File: src/rtl/vga_pkg.sv
// vga_pkg: default 640x480@60 timing, pixel types and colour helpers
// shared by the VGA sink. Build option (top): VGA_TEST_PATTERN_EN.
package vga_pkg;

   localparam int unsigned H_ACTIVE_DEF = 640;
   localparam int unsigned H_FP_DEF     = 16;
   localparam int unsigned H_SYNC_DEF   = 96;
   localparam int unsigned H_BP_DEF     = 48;
   localparam int unsigned V_ACTIVE_DEF = 480;
   localparam int unsigned V_FP_DEF     = 10;
   localparam int unsigned V_SYNC_DEF   = 2;
   localparam int unsigned V_BP_DEF     = 33;

   localparam int unsigned H_TOTAL_DEF =
      H_ACTIVE_DEF + H_FP_DEF + H_SYNC_DEF + H_BP_DEF;
   localparam int unsigned V_TOTAL_DEF =
      V_ACTIVE_DEF + V_FP_DEF + V_SYNC_DEF + V_BP_DEF;
   localparam int unsigned HS_START_DEF = H_ACTIVE_DEF + H_FP_DEF;
   localparam int unsigned VS_START_DEF = V_ACTIVE_DEF + V_FP_DEF;

   localparam logic [10:0] BAR_W = 11'd80;

   typedef struct packed {
      logic [2:0] r;
      logic [2:0] g;
      logic [1:0] b;
   } rgb332_t;

   typedef struct packed {
      logic [3:0] r;
      logic [3:0] g;
      logic [3:0] b;
   } rgb444_t;

   typedef struct packed {
      logic hs;
      logic vs;
      logic act;
   } sync_t;

   localparam sync_t SYNC_IDLE = '{hs: 1'b1, vs: 1'b1, act: 1'b0};

   // MSB replication keeps both ends exact: 111->F, 000->0, 11->F
   function automatic rgb444_t rgb332_to_444(input rgb332_t p);
      rgb444_t o;
      o.r = {p.r, p.r[2]};
      o.g = {p.g, p.g[2]};
      o.b = {p.b, p.b};
      return o;
   endfunction

   // 8 bars of 80 px: W Y C G M R B K
   function automatic rgb332_t bar_colour(input logic [10:0] x);
      logic [10:0] idx;
      idx = x / BAR_W;
      case (idx)
         11'd0:   return rgb332_t'(8'hFF);
         11'd1:   return rgb332_t'(8'hFC);
         11'd2:   return rgb332_t'(8'h1F);
         11'd3:   return rgb332_t'(8'h1C);
         11'd4:   return rgb332_t'(8'hE3);
         11'd5:   return rgb332_t'(8'hE0);
         11'd6:   return rgb332_t'(8'h03);
         default: return rgb332_t'(8'h00);
      endcase
   endfunction

endpackage

File: src/rtl/vga_sync_delay.sv
// vga_sync_delay: WIDTH x DEPTH shift register with a reset value.
// Ports: clk, resetN (async, low), d_i in, q_o = d_i delayed DEPTH clocks.
module vga_sync_delay #(
   parameter int unsigned      WIDTH   = 3,
   parameter int unsigned      DEPTH   = 2,
   parameter logic [WIDTH-1:0] RST_VAL = '0
) (
   input  logic             clk,
   input  logic             resetN,
   input  logic [WIDTH-1:0] d_i,
   output logic [WIDTH-1:0] q_o
);

   logic [WIDTH-1:0] sr_q [DEPTH];

   always_ff @(posedge clk or negedge resetN) begin
      if (!resetN) begin
         for (int i = 0; i < DEPTH; i++) sr_q[i] <= RST_VAL;
      end else begin
         sr_q[0] <= d_i;
         for (int i = 1; i < DEPTH; i++) sr_q[i] <= sr_q[i-1];
      end
   end

   assign q_o = sr_q[DEPTH-1];

endmodule

File: src/rtl/vga_timing_out.sv
// vga_timing_out: 640x480 scan generator and VGA DAC driver (pipeline sink).
// In: clk, resetN (async, low), RGBIn (RGB332), testPattern.
// Out: pixelX/pixelY counters, startOfFrame, oVGA_R/G/B, oHS, oVS, oBlankN.
// Build option VGA_TEST_PATTERN_EN: colour bars replace RGBIn when testPattern=1.
module vga_timing_out
   import vga_pkg::*;
#(
   parameter int unsigned H_ACTIVE = H_ACTIVE_DEF,
   parameter int unsigned H_FP     = H_FP_DEF,
   parameter int unsigned H_SYNC   = H_SYNC_DEF,
   parameter int unsigned H_BP     = H_BP_DEF,
   parameter int unsigned V_ACTIVE = V_ACTIVE_DEF,
   parameter int unsigned V_FP     = V_FP_DEF,
   parameter int unsigned V_SYNC   = V_SYNC_DEF,
   parameter int unsigned V_BP     = V_BP_DEF,
   parameter int unsigned PIPE_LAT = 2
) (
   input  logic        clk,
   input  logic        resetN,
   input  logic [7:0]  RGBIn,
   input  logic        testPattern,
   output logic [10:0] pixelX,
   output logic [10:0] pixelY,
   output logic        startOfFrame,
   output logic [3:0]  oVGA_R,
   output logic [3:0]  oVGA_G,
   output logic [3:0]  oVGA_B,
   output logic        oHS,
   output logic        oVS,
   output logic        oBlankN
);

   localparam int unsigned H_TOTAL = H_ACTIVE + H_FP + H_SYNC + H_BP;
   localparam int unsigned V_TOTAL = V_ACTIVE + V_FP + V_SYNC + V_BP;

   localparam logic [10:0] H_LAST   = 11'(H_TOTAL - 1);
   localparam logic [10:0] V_LAST   = 11'(V_TOTAL - 1);
   localparam logic [10:0] H_ACT    = 11'(H_ACTIVE);
   localparam logic [10:0] V_ACT    = 11'(V_ACTIVE);
   localparam logic [10:0] HS_FIRST = 11'(H_ACTIVE + H_FP);
   localparam logic [10:0] HS_LAST  = 11'(H_ACTIVE + H_FP + H_SYNC - 1);
   localparam logic [10:0] VS_FIRST = 11'(V_ACTIVE + V_FP);
   localparam logic [10:0] VS_LAST  = 11'(V_ACTIVE + V_FP + V_SYNC - 1);

   logic [10:0] hCnt_q, hCnt_d;
   logic [10:0] vCnt_q, vCnt_d;
   sync_t       raw, dly;
   rgb332_t     pix;
   rgb444_t     col;
   logic [3:0]  r_q, g_q, b_q;
   logic        hs_q, vs_q, blankN_q;

   always_comb begin
      hCnt_d = hCnt_q + 11'd1;
      vCnt_d = vCnt_q;
      if (hCnt_q == H_LAST) begin
         hCnt_d = '0;
         vCnt_d = (vCnt_q == V_LAST) ? '0 : vCnt_q + 11'd1;
      end
   end

   always_ff @(posedge clk or negedge resetN) begin
      if (!resetN) begin
         hCnt_q <= '0;
         vCnt_q <= '0;
      end else begin
         hCnt_q <= hCnt_d;
         vCnt_q <= vCnt_d;
      end
   end

   always_comb begin
      raw     = SYNC_IDLE;
      raw.hs  = !(hCnt_q >= HS_FIRST && hCnt_q <= HS_LAST);
      raw.vs  = !(vCnt_q >= VS_FIRST && vCnt_q <= VS_LAST);
      raw.act = (hCnt_q < H_ACT) && (vCnt_q < V_ACT);
   end

   vga_sync_delay #(
      .WIDTH   (3),
      .DEPTH   (PIPE_LAT),
      .RST_VAL (SYNC_IDLE)
   ) u_sync_dly (
      .clk    (clk),
      .resetN (resetN),
      .d_i    (raw),
      .q_o    (dly)
   );

`ifdef VGA_TEST_PATTERN_EN
   logic [10:0] x_dly;

   // x travels with the sync bits so bars line up with blanking
   vga_sync_delay #(
      .WIDTH   (11),
      .DEPTH   (PIPE_LAT),
      .RST_VAL ('0)
   ) u_x_dly (
      .clk    (clk),
      .resetN (resetN),
      .d_i    (hCnt_q),
      .q_o    (x_dly)
   );

   always_comb begin
      pix = rgb332_t'(RGBIn);
      if (testPattern) pix = bar_colour(x_dly);
   end
`else
   logic unused_tp;
   assign unused_tp = testPattern;
   assign pix       = rgb332_t'(RGBIn);
`endif

   assign col = rgb332_to_444(pix);

   // colour is gated by the delayed active flag so blanking is black
   always_ff @(posedge clk or negedge resetN) begin
      if (!resetN) begin
         r_q      <= '0;
         g_q      <= '0;
         b_q      <= '0;
         hs_q     <= 1'b1;
         vs_q     <= 1'b1;
         blankN_q <= 1'b0;
      end else begin
         hs_q     <= dly.hs;
         vs_q     <= dly.vs;
         blankN_q <= dly.act;
         if (dly.act) begin
            r_q <= col.r;
            g_q <= col.g;
            b_q <= col.b;
         end else begin
            r_q <= '0;
            g_q <= '0;
            b_q <= '0;
         end
      end
   end

   assign pixelX       = hCnt_q;
   assign pixelY       = vCnt_q;
   assign startOfFrame = resetN && (hCnt_q == '0) && (vCnt_q == '0);
   assign oVGA_R       = r_q;
   assign oVGA_G       = g_q;
   assign oVGA_B       = b_q;
   assign oHS          = hs_q;
   assign oVS          = vs_q;
   assign oBlankN      = blankN_q;

endmodule

File: config.mk
export PLATFORM = sky130hd
export DESIGN_NAME = vga_timing_out
export DESIGN_NICKNAME = d
export VERILOG_FILES = /design/src/rtl/vga_pkg.sv /design/src/rtl/vga_sync_delay.sv /design/src/rtl/vga_timing_out.sv
export SDC_FILE = /design/constraint.sdc
export NUM_CORES = 1
export LEC_CHECK = 0
export ABC_CLOCK_PERIOD_IN_PS = 2200
export BUFFER_PORTS_ARGS = -buffer_cell sky130_fd_sc_hd__buf_2
export CAP_MARGIN = 15
export CORE_UTILIZATION = 26
export DETAILED_ROUTE_END_ITERATION = 12
export PLACE_DENSITY = 0.45
export SYNTH_ARGS = -nofsm -noshare
export SYNTH_HDL_FRONTEND = slang
export SYNTH_HIERARCHICAL = 1
export SYNTH_SLANG_ARGS = --single-unit
export TNS_END_PERCENT = 100
File: constraint.sdc
create_clock -name clk -period 2.2 [get_ports clk]
set_input_delay 0.22 -clock clk [delete_from_list [all_inputs] [get_ports clk]]
set_output_delay 0.22 -clock clk [all_outputs]
set_load 0.1 [all_outputs]
==> run metrics <==
number of antenna violations at the first check in global routing 0; Unique masters post-synth 30; # Post-CTS Setup Buffers 0; Hold-fix buffers, CTS 0; Clk network pwr share between 40% and 50%; YS warnings 6; final slew viol count 0; Max rail drop VDD between 0.2 and 0.25 mV; IO Port Bufs 47; fraction of layout instances using a drive strength above 1 between 30 and 40%; syn_area_per_cell between 10 and 15 um^2; Total Wirelength just under 4 mm; commonest non-fill, non-tap cell in the layout sky130_fd_sc_hd__buf_2; instance area at placement about 0.0021 mm^2; I/O Pins 49; crit path DAT around 1.8 ns; Worst-Skew Late Latency 0.29 ns; Layout Area Growth over Synthesis 24.2%; switching power approximately 360 uW; final total power around 1.6 mW; final routed wire length divided by cell count 13.7 um; detailed-route via count roughly 1,400; maximum level of the CTS H-tree 2; number of failing setup endpoints in the final timing report 0; via count of the first global-routing pass about 1,300; count of antenna-violating nets left after detailed routing 0; number of synthesized register bits 39; final weighted congestion in routability-driven placement approximately 0.80; maximum fanout encountered on the critical timing path 6; Final #Nets between 200 and 250; area share of the largest cell type after synthesis 45.5%; critical path launch point type register; Final period util 90.9%; cells on worst reg2reg path 4; setup slack of the worst register-to-register path 0.32 ns; overall routing resource usage a little under an eighth; synthesized net count between 150 and 200; post-detailed-route via-to-cell ratio around 4.7; async set or reset register ratio after synthesis between 90% and 100%; setup repair after global routing missed its margin no; Std-Cell Core Area 0.00676 mm^2; startpoint of the worst register-to-register path pixelX[5]; Fmax achieved approximately 500 MHz; EDFF count, synth 0; transition time at the pin with the least slew margin between 0.4 and 0.5 ns; Std-Cell Rows 30; main flop type after synthesis sky130_fd_sc_hd__dfrtp_1; Horiz. Die Dim around 86 um; Clock Sinks 39; maxcap violations 0; setup skew after layout roughly 0.003 ns; commonest cells after routing, fill and taps aside sky130_fd_sc_hd__buf_2 (46), sky130_fd_sc_hd__dfrtp_1 (17), sky130_fd_sc_hd__dfrtp_2 (13), sky130_fd_sc_hd__nand3_1 (12); Worst Setup Path Type reg -> out; maximum clock insertion buffer count 2; Inserted Clock Buffers 5; slew margin rel. approximately two thirds; total iterations of the first detailed-routing run 4; global-route wire length before repair 6.45 mm; number of design rule violations left after detail routing 0; Cells after Synth about 160; leakage 1.00 nW; count of endpoints failing hold in the final timing report 0; post-route cell area 0.00226 mm^2; minimum setup slack after placement about 0.33 ns; top cell type by total area after synthesis sky130_fd_sc_hd__dfrtp_1; sequential-to-total area share from yosys stat about 54%; die height 85.6 um; final period demand of the worst path about 2 ns; largest net degree at the start of global routing 40; internal power component approximately 1.2 mW; Initial Utilization a little over a quarter; element type at the critical path end output pin; total half-perimeter wirelength after legalization and detailed placement ~2.8 mm; pwr/cell area roughly 690 mW/mm^2; Switching Share 23.4%; post-cts gate resize count 0; part of the power in registers a little under half; top cells by area, synth sky130_fd_sc_hd__dfrtp_1 (45%), sky130_fd_sc_hd__dfstp_2 (8.7%), sky130_fd_sc_hd__xnor2_1 (4.3%); run status finished clean; root buffer cell sky130_fd_sc_hd__clkbuf_8; Final Worst Setup Slack between 0.2 and 0.25 ns; type of the tightest min-delay check in -> async; Comb power frac approximately 8.0%; worst reg2reg endpoint pixelY[8]; Clk pin slew, worst setup/hold paths ~0.08 ns; Iteration-0 DRC Markers a little over 70; total gr overflow 0; die outline area 0.00733 mm^2; worst path required time 1.98 ns; netlist area before placement 0.00182 mm^2; count of inserted antenna diode cells 0; clock tree from TritonCTS done
==> worst max-delay path, cell delays in order, from the launching register on <==
cell,delay [ns]
sky130_fd_sc_hd__dfrtp_2,0.45
sky130_fd_sc_hd__inv_1,0.12
sky130_fd_sc_hd__ha_1,0.16
sky130_fd_sc_hd__nor2b_1,0.19
sky130_fd_sc_hd__nand3_1,0.17
sky130_fd_sc_hd__nor3_4,0.20
sky130_fd_sc_hd__buf_12,0.20
==> sequential cells by signal, indices dropped and copies added (netlist names) <==
signal,count
u_sync_dly/sr_q,3
oVGA_G,3
oHS,1
oBlankN,1
oVGA_R,3
u_sync_dly/q_o,3
oVS,1
pixelY,11
oVGA_B,2
pixelX,11
==> logic make-up after synthesis <==
group / share of synthesized area [%]
xor+xnor: 6.27
fa+ha+maj: 3.44
flops: 54.1
mux: 1.10
buf+inv: 7.02
compound gates: 4.34
simple gates: 23.7
==> final cells by class <==
cell class	instances	area [um^2]
clock inverter	2	60.1
clock buffer	6	72.6
sequential	39	1010
tap	80	100
fill	694	4500
multi-input combinational	105	717
inverter	8	30.0
timing repair buffer	49	265
==> worst max-delay path by stage <==
stage	cells past startpoint	slack [ns]	end	start
3_5_place_dp	4	0.33	pixelY[8]	pixelX[5]
2_1_floorplan	3	-0.05	startOfFrame	pixelX[10]
4_1_cts	6	0.19	startOfFrame	pixelY[0]
3_3_place_gp	4	0.33	pixelY[4]	pixelX[5]
6_report	6	0.20	startOfFrame	pixelY[0]
5_1_grt	6	0.09	startOfFrame	pixelY[0]
==> per-stage QoR <==
stage               hold slack, ns  TNS, ns  util [%]  cells
floorplan                  -0.0756  -0.0460         -    164
global placement             0.332        0      31.4    281
detailed placement           0.338        0      31.4    281
CTS                         0.0666        0      33.4    289
global route                0.0827        0      33.4    289
finish                      0.0474        0      33.4    289
==> synth_stat cells, drive strengths merged (5+ instances only) <==
| master | count |
|---|---|
| nor2 | 10 |
| nand2 | 8 |
| xnor2 | 9 |
| nor3 | 7 |
| and2 | 9 |
| nand3 | 12 |
| dfrtp | 33 |
| buf | 11 |
| dfstp | 6 |
| ha | 5 |
| inv | 8 |
| nand4 | 10 |
| nor4 | 7 |
| o21ai | 6 |
==> power groups by stage <==
stage	combinational (mW)	sequential (mW)	clock (mW)
after floorplan	0.0390	0.797	0
after global placement	0.127	0.740	0
after detailed placement	0.126	0.740	0
after CTS	0.127	0.726	0.742
after global routing	0.130	0.727	0.777
final	0.124	0.726	0.709
==> per-layer routing <==
layer / vias up / track usage, % / routed length, um
li1: 655 / - / -
met1: 634 / 16.5 / 2030
met2: 62 / 15.6 / 1600
met3: 9 / 3.18 / 243
met4: 0 / 6.21 / 87
met5: - / 0 / 0
No activity file was read; power rests on OpenSTA's default activity.
